$ cat config.mk
export PLATFORM = sky130hd
export DESIGN_NAME = vga_mode_sequencer
export DESIGN_NICKNAME = d
export VERILOG_FILES = /design/src/rtl/vga_mode_sequencer.sv
export SDC_FILE = /design/constraint.sdc
export NUM_CORES = 1
export LEC_CHECK = 0
export CAP_MARGIN = 10
export CORE_MARGIN = 2
export CORE_UTILIZATION = 64
export DETAILED_ROUTE_END_ITERATION = 16
export DONT_BUFFER_PORTS = 1
export PLACE_DENSITY = 0.8
export SLEW_MARGIN = 15
export SYNTH_ARGS = -nofsm -noshare
export SYNTH_HDL_FRONTEND = slang
export SYNTH_SLANG_ARGS = --single-unit
$ cat constraint.sdc
create_clock -name clk_pixel -period 4.3 [get_ports clk_pixel]
set_clock_uncertainty 0.1 [all_clocks]
set_input_delay 0.43 -clock clk_pixel [delete_from_list [all_inputs] [get_ports clk_pixel]]
set_output_delay 0.43 -clock clk_pixel [all_outputs]
set_load 0.01 [all_outputs]
$ cat src/rtl/vga_mode_sequencer.sv
// rtl/vga_mode_sequencer.sv - shadow/active video timing registers with validated, blanked mode switch
module vga_mode_sequencer #(
  parameter int C_bits_x       = 11,
  parameter int C_bits_y       = 11,
  parameter int C_blank_frames = 2,
  parameter int C_rst_x        = 1280,
  parameter int C_rst_hfp      = 82,
  parameter int C_rst_hpulse   = 80,
  parameter int C_rst_hbp      = 216,
  parameter int C_rst_y        = 720,
  parameter int C_rst_vfp      = 3,
  parameter int C_rst_vpulse   = 5,
  parameter int C_rst_vbp      = 22
) (
  input  logic                clk_pixel,
  input  logic                reset,
  input  logic                cfg_we,
  input  logic [2:0]          cfg_addr,
  input  logic [15:0]         cfg_data,
  input  logic                commit,
  output logic                busy,
  output logic                done,
  output logic                error,
  input  logic                in_vsync,
  output logic [C_bits_x-1:0] resolution_x,
  output logic [C_bits_x-1:0] hsync_front_porch,
  output logic [C_bits_x-1:0] hsync_pulse,
  output logic [C_bits_x-1:0] hsync_back_porch,
  output logic [C_bits_y-1:0] resolution_y,
  output logic [C_bits_y-1:0] vsync_front_porch,
  output logic [C_bits_y-1:0] vsync_pulse,
  output logic [C_bits_y-1:0] vsync_back_porch,
  output logic                timing_reload,
  output logic                force_blank
);

  typedef enum logic [2:0] {
    S_IDLE, S_CHECK, S_WAIT_EDGE, S_BLANK, S_LOAD, S_SETTLE
  } state_t;

  localparam int CW = (C_blank_frames > 1) ? $clog2(C_blank_frames) : 1;
  localparam logic [CW-1:0] CNT_LAST = CW'((C_blank_frames > 0) ? C_blank_frames - 1 : 0);
  localparam bit NO_BLANK = (C_blank_frames == 0);

  localparam logic [C_bits_x+1:0] HLIM = {2'b01, {C_bits_x{1'b0}}};
  localparam logic [C_bits_y+1:0] VLIM = {2'b01, {C_bits_y{1'b0}}};

  localparam logic [C_bits_x-1:0] RST_X [4] = '{C_bits_x'(C_rst_x), C_bits_x'(C_rst_hfp),
                                               C_bits_x'(C_rst_hpulse), C_bits_x'(C_rst_hbp)};
  localparam logic [C_bits_y-1:0] RST_Y [4] = '{C_bits_y'(C_rst_y), C_bits_y'(C_rst_vfp),
                                               C_bits_y'(C_rst_vpulse), C_bits_y'(C_rst_vbp)};

  state_t            state_q, state_d;
  logic [CW-1:0]     cnt_q, cnt_d;
  logic              vsync_q, vsync_d;
  logic              done_q, done_d;
  logic              error_q, error_d;
  logic              rst_dly_q, rst_dly_d;
  logic              reload_pend_q, reload_pend_d;
  logic [C_bits_x-1:0] shx_q [4];
  logic [C_bits_x-1:0] shx_d [4];
  logic [C_bits_x-1:0] acx_q [4];
  logic [C_bits_x-1:0] acx_d [4];
  logic [C_bits_y-1:0] shy_q [4];
  logic [C_bits_y-1:0] shy_d [4];
  logic [C_bits_y-1:0] acy_q [4];
  logic [C_bits_y-1:0] acy_d [4];

  logic                vs_edge;
  logic                cfg_ok;
  logic [C_bits_x+1:0] hsum;
  logic [C_bits_y+1:0] vsum;
  logic                unused_cfg_bits;

  assign unused_cfg_bits = ^cfg_data;
  assign vs_edge = in_vsync & ~vsync_q;

  // Sums are two bits wider than a field so four full-scale fields cannot wrap.
  assign hsum = {2'b00, shx_q[0]} + {2'b00, shx_q[1]} + {2'b00, shx_q[2]} + {2'b00, shx_q[3]};
  assign vsum = {2'b00, shy_q[0]} + {2'b00, shy_q[1]} + {2'b00, shy_q[2]} + {2'b00, shy_q[3]};
  assign cfg_ok = (shx_q[0] != '0) && (shx_q[2] != '0) &&
                  (shy_q[0] != '0) && (shy_q[2] != '0) &&
                  (hsum <= HLIM) && (vsum <= VLIM);

  always_ff @(posedge clk_pixel) begin
    if (reset) begin
      state_q       <= S_IDLE;
      cnt_q         <= '0;
      vsync_q       <= 1'b1;
      done_q        <= 1'b0;
      error_q       <= 1'b0;
      rst_dly_q     <= 1'b1;
      reload_pend_q <= 1'b0;
      shx_q         <= RST_X;
      acx_q         <= RST_X;
      shy_q         <= RST_Y;
      acy_q         <= RST_Y;
    end else begin
      state_q       <= state_d;
      cnt_q         <= cnt_d;
      vsync_q       <= vsync_d;
      done_q        <= done_d;
      error_q       <= error_d;
      rst_dly_q     <= rst_dly_d;
      reload_pend_q <= reload_pend_d;
      shx_q         <= shx_d;
      acx_q         <= acx_d;
      shy_q         <= shy_d;
      acy_q         <= acy_d;
    end
  end

  always_comb begin
    state_d       = state_q;
    cnt_d         = cnt_q;
    vsync_d       = in_vsync;
    done_d        = 1'b0;
    error_d       = error_q;
    rst_dly_d     = 1'b0;
    reload_pend_d = rst_dly_q;
    shx_d         = shx_q;
    shy_d         = shy_q;
    acx_d         = acx_q;
    acy_d         = acy_q;

    // Host writes land only while idle, so a commit in the same cycle checks the new value.
    if (state_q == S_IDLE && cfg_we) begin
      if (!cfg_addr[2]) shx_d[cfg_addr[1:0]] = cfg_data[C_bits_x-1:0];
      else              shy_d[cfg_addr[1:0]] = cfg_data[C_bits_y-1:0];
    end

    case (state_q)
      S_IDLE:      if (commit) state_d = S_CHECK;
      S_CHECK: begin
        if (cfg_ok) begin
          error_d = 1'b0;
          state_d = S_WAIT_EDGE;
        end else begin
          error_d = 1'b1;
          state_d = S_IDLE;
        end
      end
      S_WAIT_EDGE: begin
        if (vs_edge) begin
          cnt_d = '0;
          if (NO_BLANK) state_d = S_LOAD;
          else          state_d = S_BLANK;
        end
      end
      S_BLANK: begin
        if (vs_edge) begin
          if (cnt_q == CNT_LAST) state_d = S_LOAD;
          else                   cnt_d   = cnt_q + 1'b1;
        end
      end
      S_LOAD:      state_d = S_SETTLE;
      S_SETTLE: begin
        if (vs_edge) begin
          state_d = S_IDLE;
          done_d  = 1'b1;
        end
      end
      default:     state_d = S_IDLE;
    endcase

    if (state_d == S_LOAD && state_q != S_LOAD) begin
      acx_d = shx_q;
      acy_d = shy_q;
    end
  end

  always_comb begin
    busy          = (state_q != S_IDLE);
    done          = done_q;
    error         = error_q;
    timing_reload = (state_q == S_LOAD) | reload_pend_q;
    force_blank   = (state_q == S_BLANK) || (state_q == S_LOAD) || (state_q == S_SETTLE) ||
                    ((state_q == S_WAIT_EDGE) && NO_BLANK);
    resolution_x      = acx_q[0];
    hsync_front_porch = acx_q[1];
    hsync_pulse       = acx_q[2];
    hsync_back_porch  = acx_q[3];
    resolution_y      = acy_q[0];
    vsync_front_porch = acy_q[1];
    vsync_pulse       = acy_q[2];
    vsync_back_porch  = acy_q[3];
  end

endmodule
==> results of run 1 <==
## registers in the layout, summed over array words and instances, names as in the netlist, 3 cells and up
signal             cells
shx_q                 44
shy_q                 44
hsync_back_porch      11
hsync_front_porch     11
hsync_pulse           11
resolution_x          11
resolution_y          11
vsync_back_porch      11
vsync_front_porch     11
vsync_pulse           11
state_q                3
## power by group
group / switching (mW) / total (mW) / internal [mW]
Clock: 0.699 / 1.72 / 1.02
Sequential: 0.0335 / 1.77 / 1.74
Combinational: 0.204 / 0.344 / 0.140
## synth_stat cells (2+ instances only)
library cell and number:
nand2_1 250, dfxtp_1 185, a21oi_1 95, mux2i_1 66
nor2_1 62, clkbuf_1 47, fa_1 44, inv_1 37
nand3_1 32, ha_1 24, o21ai_0 15, nor3_1 12
nor4_1 12, buf_2 9, nor2b_1 9, o211ai_1 7
nor3b_1 6, o21a_1 6, a21o_1 5, a31oi_1 5
nand2b_1 4, nand3b_1 4, a211oi_1 3, buf_4 3
nand4_1 3, a2111oi_0 2, and2_1 2, and3_1 2
buf_1 2, o21bai_1 2, o31ai_1 2, or2_2 2
xnor2_1 2, xor2_1 2
## worst paths after layout
kind / from / end / slack, ps / cells past startpoint
max: shy_q[12] / error / 400 / 13
min: cfg_data[0] / shy_q[22] / 20 / 2
max reg2reg: shy_q[12] / error / 400 / 13
min reg2reg: reload_pend_d / reload_pend_q / 340 / 1
## kinds of logic (layout without fill, tap and decap cells)
family / Yosys count / after routing / share of synthesized area
AND/OR/NAND/NOR: 404 / 404 / 0.199
flip-flops: 185 / 185 / 0.429
AO/OA/AOI/OAI: 157 / 157 / 0.108
buffers and inverters: 100 / 77 / 0.0463
adder cells (fa/ha/maj): 68 / 68 / 0.137
multiplexers: 66 / 66 / 0.0766
XOR/XNOR: 4 / 4 / 0.00406
## routing by layer
metal | GRT usage | part of all wire | vias to the layer above
li1 | - | - | 3214
met1 | 0.402 | 0.40 | 3282
met2 | 0.519 | 0.48 | 302
met3 | 0.0974 | 0.090 | 42
met4 | 0.113 | 0.029 | 0
met5 | 0 | 0 | -
## worst max-delay path, delay by kind of cell, from the launching register on
family          cells  cell delay, ps
flops               1             400
mux                 1             150
simple gates        2             540
fa+ha+maj           4            1580
buf+inv             1              70
compound gates      5             940
## placed cells by master (no fill, tap or decap), drive strengths merged, types with 7 or more instances in the layout
cell type  count
mux2i         66
nand2        250
nor3          13
clkbuf        20
a21oi         95
nand3         32
ha            24
o211ai         7
dfxtp        185
nor2b          9
nor4          13
fa            44
inv           42
nor2          62
o21ai         15
## cell type report
cell class,instances,area [µm²],area share
well taps,176,220,0.0235
inverters,38,143,0.0152
multi-input cells,699,4550,0.487
repair buffers,8,97.6,0.0104
clock buffers,20,457,0.0488
flip-flops and latches,185,3700,0.396
clock inverters,11,185,0.0198
## repair_timing
action / 4_1_cts / 5_1_grt
hold buffers: 3 / 0
hold endpoints to repair: 134 / 0
gates resized for setup: 0 / 0
==> metrics.md, run 1 <==
| Metric | Value |
|---|---|
| Outcome | `finished clean` |
| Vias per cell | `6.02` |
| DRC viols | `0` |
| Sequential share of the synthesized area | `0.429` |
| Fin crit period | `approximately 3900 ps` |
| First-pass GRT wire length | `35300 µm` |
| Synth-to-layout area growth | `8.47%` |
| Grt total ovfl | `0` |
| CTS max path bufs | `2` |
| Post-route insts no fill | `1137` |
| Die width | `between 100 and 150 µm` |
| Layout cell share with drive strength beyond 1 | `0.0541` |
| Data arrival, critical path | `4130 ps` |
| Top post-synthesis cells by area | `dfxtp_1, nand2_1, fa_1` |
| Max Cap Viol | `0` |
| Starting Density | `0.654` |
| Core area | `13200 µm²` |
| Slowest library cell on the worst path | `fa_1` |
| RSZ-0062 raised after global routing | `false` |
| Final instance area | `9360 µm²` |
| LEAKAGE | `3.70 nW` |
| Placed Area | `8660 µm²` |
| Drt wl/cell | `19.6 µm` |
| Placed cells | `1103` |
| Syn. warnings | `0` |
| Post-synth EDFFs | `0` |
| Power Total | `3.83 mW` |
| Setup bufs post-CTS | `0` |
| Clock Latency Late Sink | `440 ps` |
| Startpoint types | `flip-flop` |
| Ys flop type | `dfxtp_1` |
| H-tree levels | `4` |
| Maximum vdd drop | `285 µV` |
| Root Buffer | `clkbuf_16` |
| Vias after detailed routing | `6840` |
| Hold Crit Class | `input port to flip-flop` |
| PwrDens | `just over 400 nW/µm²` |
| Initial antenna violation count | `0` |
| Layout net count | `1041` |
| FFs w/ async S/R, synth | `0` |
| Num Clock Sinks | `about 190` |
| Ports | `117` |
| DRT Wirelength | `22300 µm` |
| Die area | `14400 µm²` |
| Slew at the pin with the worst max-slew slack | `~1000 ps` |
| Final ANT Viol Nets | `0` |
| Slew Viols, Final | `0` |
| Final setup viols | `0` |
| Post-Synthesis Cells | `984` |
| GRT Total Usage | `0.319` |
| Synth top area share | `0.429` |
| Final setup TNS | `0 ps` |
| Cts bufs inserted | `17` |
| Crit. End Element | `flip-flop` |
| Final worst-path cycle share | `0.907` |
| WS Path Type | `flip-flop to flip-flop` |
| Iteration-0 DRC Markers | `657` |
| Die height | `120 µm` |
| Highest Clock Rate | `0.256 GHz` |
| Yosys reg bits | `185` |
| Number of antenna diodes | `0` |
| CTS tree | `done` |
| Dpl hpwl | `15100 µm` |
| Area of the mapped netlist | `8630 µm²` |
| Pin count of the biggest net entering global routing | `135` |
| Critical Path RT | `roughly 4500 ps` |
| Crit-path max FO | `4` |
| CTS clk-pin slew, worst paths | `70 ps` |
| Cell variety after synth | `55` |
| Syn avg cell area | `8.77 µm²` |
| Crit path setup slack, layout | `399 ps` |
| Router iterations before antenna repair | `6` |
| Util after Layout | `0.710` |
| Gpl congestion | `0.874` |
| Critical Path Most Common Cell | `fa_1` |
| Slew margin rel. | `0.321` |
| CP cell instances | `fa_1, fa_1, ha_1, inv_1, fa_1, nor2b_1, o211ai_1, a32o_1, mux2i_1, a31oi_1, nor4_2, o21ai_0, o31a_1` |
| Final Hold Vio Count | `0` |
| CP max stage delay | `520 ps` |
| Min Hold Slack | `17.3 ps` |
| Vias in the first global route | `6615` |
| Fillcell total | `998` |
| Net Count, Synth | `about 1100` |
| Std cell rows | `between 40 and 50` |
| Post-place setup slack | `between 400 and 500 ps` |
| Cell accounting for the most synthesized area | `dfxtp_1` |
| I/O Buffers | `0` |
No activity file was read; power rests on OpenSTA's default activity.
==> run 2, diff against run 1 <==
--- a/config.mk
+++ b/config.mk
@@ -7,10 +7,10 @@
 export LEC_CHECK = 0
 export CAP_MARGIN = 10
 export CORE_MARGIN = 2
-export CORE_UTILIZATION = 64
+export CORE_UTILIZATION = 45
 export DETAILED_ROUTE_END_ITERATION = 16
 export DONT_BUFFER_PORTS = 1
-export PLACE_DENSITY = 0.8
+export SETUP_SLACK_MARGIN = 0.3
 export SLEW_MARGIN = 15
 export SYNTH_ARGS = -nofsm -noshare
 export SYNTH_HDL_FRONTEND = slang
==> constraint.sdc (replaced) <==
create_clock -name clk_pixel -period 3.7 [get_ports clk_pixel]
set_clock_uncertainty 0.1 [all_clocks]
set_input_delay 0.37 -clock clk_pixel [delete_from_list [all_inputs] [get_ports clk_pixel]]
set_output_delay 0.37 -clock clk_pixel [all_outputs]
set_load 0.01 [all_outputs]
==> run 2 against run 1 <==
Sequential share of layout area shrank 1.6 points; worst setup slack lost 310 ps; maximum frequency grew 8.0%; total power grew 13%; via count shrank 1.6%.
==> metrics.md, run 2 (synthesized netlist as in run 1, its figures left out) <==
| Metric | Value |
|---|---|
| Hold Crit Class | `input port to flip-flop` |
| Clock share of power | `0.413` |
| Initial antenna violation count | `3` |
| HP Start | `cfg_data[7]` |
| Gate power share | `0.110` |
| Final instance area | `9810 µm²` |
| WS Path Type | `flip-flop to flip-flop` |
| Core area | `between 15000 and 20000 µm²` |
| CTS clk-pin slew, worst paths | `about 70 ps` |
| Highest Clock Rate | `0.277 GHz` |
| Final ANT Viol Nets | `0` |
| Router iterations before antenna repair | `4` |
| Drt wl/cell | `19.0 µm` |
| Layout cell share with drive strength beyond 1 | `0.114` |
| Slew at the pin with the worst max-slew slack | `1050 ps` |
| CTS max path bufs | `2` |
| LEAKAGE | `3.84 nW` |
| Delay-heaviest family, CP | `adder cells` |
| Num Clock Sinks | `185` |
| Slowest library cell on the worst path | `fa_1` |
| Starting Density | `0.460` |
| Sw Share | `0.274` |
| Worst hold endpoint | `shx_q[18]` |
| Final worst-path cycle share | `0.977` |
| Data arrival, critical path | `around 3900 ps` |
| First-pass GRT wire length | `roughly 37000 µm` |
| Fin crit period | `3610 ps` |
| Placed Area | `8880 µm²` |
| Maximum vdd drop | `319 µV` |
| Net switching power | `~1.2 mW` |
| Grt total ovfl | `0` |
| Clock Latency Late Sink | `440 ps` |
| I/O Buffers | `0` |
| Biggest regs | `shx_q (44), shy_q (44)` |
| Leading cell type in the layout, fill and taps excluded | `nand2_1` |
| Crit. End Element | `flip-flop` |
| CTS tree | `done` |
| Depth of the most critical reg-to-reg path | `11` |
| Pin count of the biggest net entering global routing | `140` |
| Die width | `142 µm` |
| Commonest cells after routing, fill and taps aside | `nand2_1, dfxtp_1, a21oi_1, mux2i_1, nor2_1` |
| Gpl congestion | `0.884` |
| Worst Path Buf+Inv | `0` |
| PwrDens | `about 440 nW/µm²` |
| WP depth | `11` |
| R2R Path Start | `shy_q[3]` |
| Cts bufs inserted | `17` |
| DRT Wirelength | `23500 µm` |
| Die area | `20300 µm²` |
| Fillcell total | `roughly 1800` |
| GRT Total Usage | `0.237` |
| Outcome | `finished clean` |
| Iteration-0 DRC Markers | `363` |
| H-tree levels | `4` |
| Die height | `142 µm` |
| Max Cap Viol | `0` |
| Reg2reg end | `state_q[1]` |
| RSZ-0062 raised after global routing | `true` |
| Startpoint types | `flip-flop` |
| Hold Crit Depth | `2` |
| Layout net count | `about 1100` |
| CP max stage delay | `620 ps` |
| Std cell rows | `50` |
| DRC viols | `0` |
| Final Hold Vio Count | `0` |
| Vias after detailed routing | `6730` |
| R2R setup slack | `90 ps` |
| Cell Int Power | `about 3.1 mW` |
| Vias in the first global route | `roughly 6400` |
| Slew margin rel. | `0.297` |
| Slew Viols, Final | `0` |
| Critical Path RT | `3950 ps` |
| Synth-to-layout area growth | `13.6%` |
| Ports | `117` |
| Seq pwr share | `0.477` |
| Final setup viols | `0` |
| Vias per cell | `approximately 5.5` |
| Dpl hpwl | `16100 µm` |
| Crit-path max FO | `4` |
| CP cell instances | `fa_1, fa_1, ha_1, nor2b_2, o211ai_1, a32o_2, mux2i_1, a31oi_1, nor4_2, o211ai_1, o31ai_1` |
| Power Total | `4.31 mW` |
| Root Buffer | `clkbuf_16` |
## run 2: power groups by stage
| stage | logic [mW] | registers (mW) | clock network (mW) |
|---|---|---|---|
| global placement | 0.370 | 2.10 | 0 |
| detailed placement | 0.373 | 2.10 | 0 |
| floorplan | 0.331 | 2.09 | 0 |
| CTS | 0.444 | 2.06 | 1.80 |
| global route | 0.525 | 2.06 | 1.90 |
| finish | 0.474 | 2.06 | 1.78 |
## run 2: stage by stage
stage                util  instances  setup TNS, ps  setup slack (ps)  hold slack (ps)
finish              0.522       1233              0              86.8             15.5
global route        0.522       1233          -88.9             -55.9            -1.02
CTS                 0.515       1225              0               107             8.68
detailed placement  0.473       1175              0              31.2              306
global placement    0.473       1175              0              63.3              305
floorplan               -        984              0               303              298
## run 2: metal layers
layer,GRT usage,vias up,wire (µm)
li1,-,3291,-
met5,0,-,0
met4,0.0980,0,623
met2,0.385,146,11300
met3,0.0437,35,916
met1,0.312,3258,10600
## run 2: worst reg2reg max path: stages (launching register included)
cell,delay (ps)
dfxtp_1,370
fa_1,620
fa_1,440
ha_1,360
nor2b_2,180
o211ai_1,180
a32o_2,220
mux2i_1,180
a31oi_1,110
nor4_2,330
o211ai_1,160
o31ai_1,270
## run 2: what timing repair did
item,in CTS,in global routing
hold endpoints to repair,161,0
gates cloned,0,0
hold buffers,15,0
endpoints found under the setup margin,2,2
buffers inserted,3,5
gates resized for setup,9,29
pin swaps,1,15
## run 2: cell type report
cell class,instances,area (µm²),share of cell area
multi-input cells,699,4670,0.476
flip-flops and latches,185,3720,0.380
clock buffers,18,439,0.0448
repair buffers,42,395,0.0403
well taps,234,293,0.0299
inverters,38,143,0.0145
clock inverters,14,133,0.0135
diodes,3,7.51,0.000766
## run 2: how the worst max path moves through the flow
stage | startpoint | end | slack, ps
2_1_floorplan | shx_q[1] | error | 300
3_3_place_gp | shy_q[1] | error | 60
3_5_place_dp | shy_q[1] | error | 30
4_1_cts | shy_q[1] | error | 110
5_1_grt | shx_q[1] | error | -60
6_report | shy_q[3] | state_q[1] | 90
==> run 3, diff against run 2 <==
--- a/config.mk
+++ b/config.mk
@@ -8,6 +8,7 @@
 export CAP_MARGIN = 10
 export CORE_MARGIN = 2
 export CORE_UTILIZATION = 45
+export CTS_BUF_LIST = sky130_fd_sc_hd__clkbuf_4 sky130_fd_sc_hd__clkbuf_8
 export DETAILED_ROUTE_END_ITERATION = 16
 export DONT_BUFFER_PORTS = 1
 export SETUP_SLACK_MARGIN = 0.3
==> run 3 against run 2 <==
Die area stayed put; cell count is 0.16% lower; sequential share of layout area is 0.81 points higher; register-to-register slack hardly changed; non-clock buffer count is 1 lower; total power is 11% lower; global-route usage is 0.30 points lower; critical path type unchanged; critical endpoint unchanged.
==> metrics.md, run 3 (synthesized netlist as in run 1, its figures left out) <==
| Metric | Value |
|---|---|
| Highest Clock Rate | `0.277 GHz` |
| Worst Path Buf+Inv | `1` |
| Startpoint types | `flip-flop` |
| Pin count of the biggest net entering global routing | `~140` |
| CP max stage delay | `500 ps` |
| Vias per cell | `~5.4` |
| Vias in the first global route | `between 6000 and 7000` |
| Final ANT Viol Nets | `0` |
| Maximum vdd drop | `about 230 µV` |
| Die width | `roughly 140 µm` |
| Clock Latency Late Sink | `490 ps` |
| Vias after detailed routing | `6680` |
| CTS max path bufs | `2` |
| Num Clock Sinks | `185` |
| Delay-heaviest family, CP | `adder cells` |
| Min Hold Slack | `116 ps` |
| Core area | `approximately 19000 µm²` |
| Layout net count | `about 1100` |
| R2R setup slack | `around 94 ps` |
| Root Buffer | `clkbuf_8` |
| LEAKAGE | `about 3.7 nW` |
| First-pass GRT wire length | `36300 µm` |
| RSZ-0062 raised after global routing | `true` |
| Layout cell share with drive strength beyond 1 | `0.115` |
| Slowest library cell on the worst path | `fa_1` |
| Initial antenna violation count | `3` |
| Die height | `142 µm` |
| Slew margin rel. | `0.310` |
| Slew at the pin with the worst max-slew slack | `1030 ps` |
| Drt wl/cell | `18.9 µm` |
| Biggest regs | `shx_q (44), shy_q (44)` |
| Fin crit period | `approximately 3600 ps` |
| Fillcell total | `1800` |
| GRT Total Usage | `0.234` |
| Util after Layout | `0.512` |
| Slew Viols, Final | `0` |
| WP depth | `13` |
| PwrDens | `401 nW/µm²` |
| Hold Crit Class | `input port to flip-flop` |
| Critical Path RT | `4000 ps` |
| H-tree levels | `4` |
| Commonest cells after routing, fill and taps aside | `nand2_1, dfxtp_1, a21oi_1, mux2i_1, nor2_1` |
| Max Cap Viol | `0` |
| CTS tree | `done` |
| Starting Density | `0.460` |
| Final worst-path cycle share | `0.975` |
| Ports | `117` |
| Depth of the most critical reg-to-reg path | `13` |
| Crit. End Element | `flip-flop` |
| Critical Path Source | `shy_q[23]` |
| CTS clk-pin slew, worst paths | `about 100 ps` |
| Die area | `a little over 20000 µm²` |
| Final Hold Vio Count | `0` |
| Setup crit end | `state_q[1]` |
| Reg2reg end | `state_q[1]` |
| Dpl hpwl | `16100 µm` |
| Crit-path max FO | `2` |
| Leading cell type in the layout, fill and taps excluded | `nand2_1` |
| Final setup viols | `0` |
| Outcome | `finished clean` |
| Router iterations before antenna repair | `4` |
| Data arrival, critical path | `slightly below 4000 ps` |
| Placed cells | `1175` |
| DRC viols | `0` |
| Grt total ovfl | `0` |
| Std cell rows | `50` |
| Post-route insts no fill | `about 1200` |
| Gpl congestion | `0.884` |
| DRT Wirelength | `23300 µm` |
| Iteration-0 DRC Markers | `about 370` |
| WS Path Type | `flip-flop to flip-flop` |
| I/O Buffers | `0` |
| Cts bufs inserted | `17` |
| Synth-to-layout area growth | `11.3%` |
| R2R Path Start | `shy_q[23]` |
| CP cell instances | `fa_1, fa_1, ha_2, inv_2, fa_2, nor2b_2, o211ai_1, a32o_2, mux2i_1, a31oi_1, nor4_2, o211ai_1, o31ai_1` |
==> run 3: cell types whose count changed in the layout (fill, tap and decap cells not counted) <==
cell           change
clkbuf_16         -17
clkbuf_8          +17
dlygate4sd3_1      -1
diode_2            -1
==> run 3: worst min path at each step <==
stage | startpoint | endpoint | depth (start not counted)
final | commit | state_q[0] | 3
after global routing | commit | state_q[0] | 3
after CTS | commit | state_q[0] | 3
after detailed placement | reset | reload_pend_d | 0
after global placement | reset | reload_pend_d | 0
after floorplan | reset | reload_pend_d | 0
==> run 3: metrics by stage <==
| step | TNS, ps | setup WS, ps | area, µm² | total power [mW] |
|---|---|---|---|---|
| floorplan | 0 | 303 | 8650 | 2.42 |
| global placement | 0 | 63.3 | 8880 | 2.47 |
| detailed placement | 0 | 31.2 | 8880 | 2.48 |
| CTS | 0 | 104 | 9460 | 3.86 |
| global route | -99.0 | -53.6 | 9600 | 4.03 |
| finish | 0 | 94.2 | 9600 | 3.85 |
==> run 3: cell type report <==
class                   count  area, µm²  share of cell area
multi-input cells         699       4670               0.486
flip-flops and latches    185       3720               0.388
repair buffers             41        385              0.0401
well taps                 234        293              0.0305
clock buffers              18        248              0.0258
inverters                  38        143              0.0149
clock inverters            14        133              0.0138
diodes                      2       5.00            0.000521
==> run 3: timing repair <==
item                       in CTS  in global routing
hold buffers                   14                  0
pin swaps                       1                 15
gates resized for setup         9                 29
hold endpoints to repair      162                  0
setup endpoints to repair       2                  2
setup buffers                   3                  5
==> run 3: layer usage <==
layer | GRT usage | wire length (µm) | vias up
met5 | 0 | 0 | -
met4 | 0.0823 | 467 | 0
met3 | 0.0458 | 839 | 28
met2 | 0.382 | 11400 | 138
met1 | 0.311 | 10600 | 3231
li1 | - | - | 3283
==> run 3: worst min-delay path: stages <==
cell and delay, ps:
o21ai_0 140, o21a_1 120, nor3_1 40
==> run 3: power by group <==
part / internal (mW) / switching (mW)
combinational: 0.200 / 0.272
sequential: 2.02 / 0.0383
clock: 0.515 / 0.809
total: 2.73 / 1.12
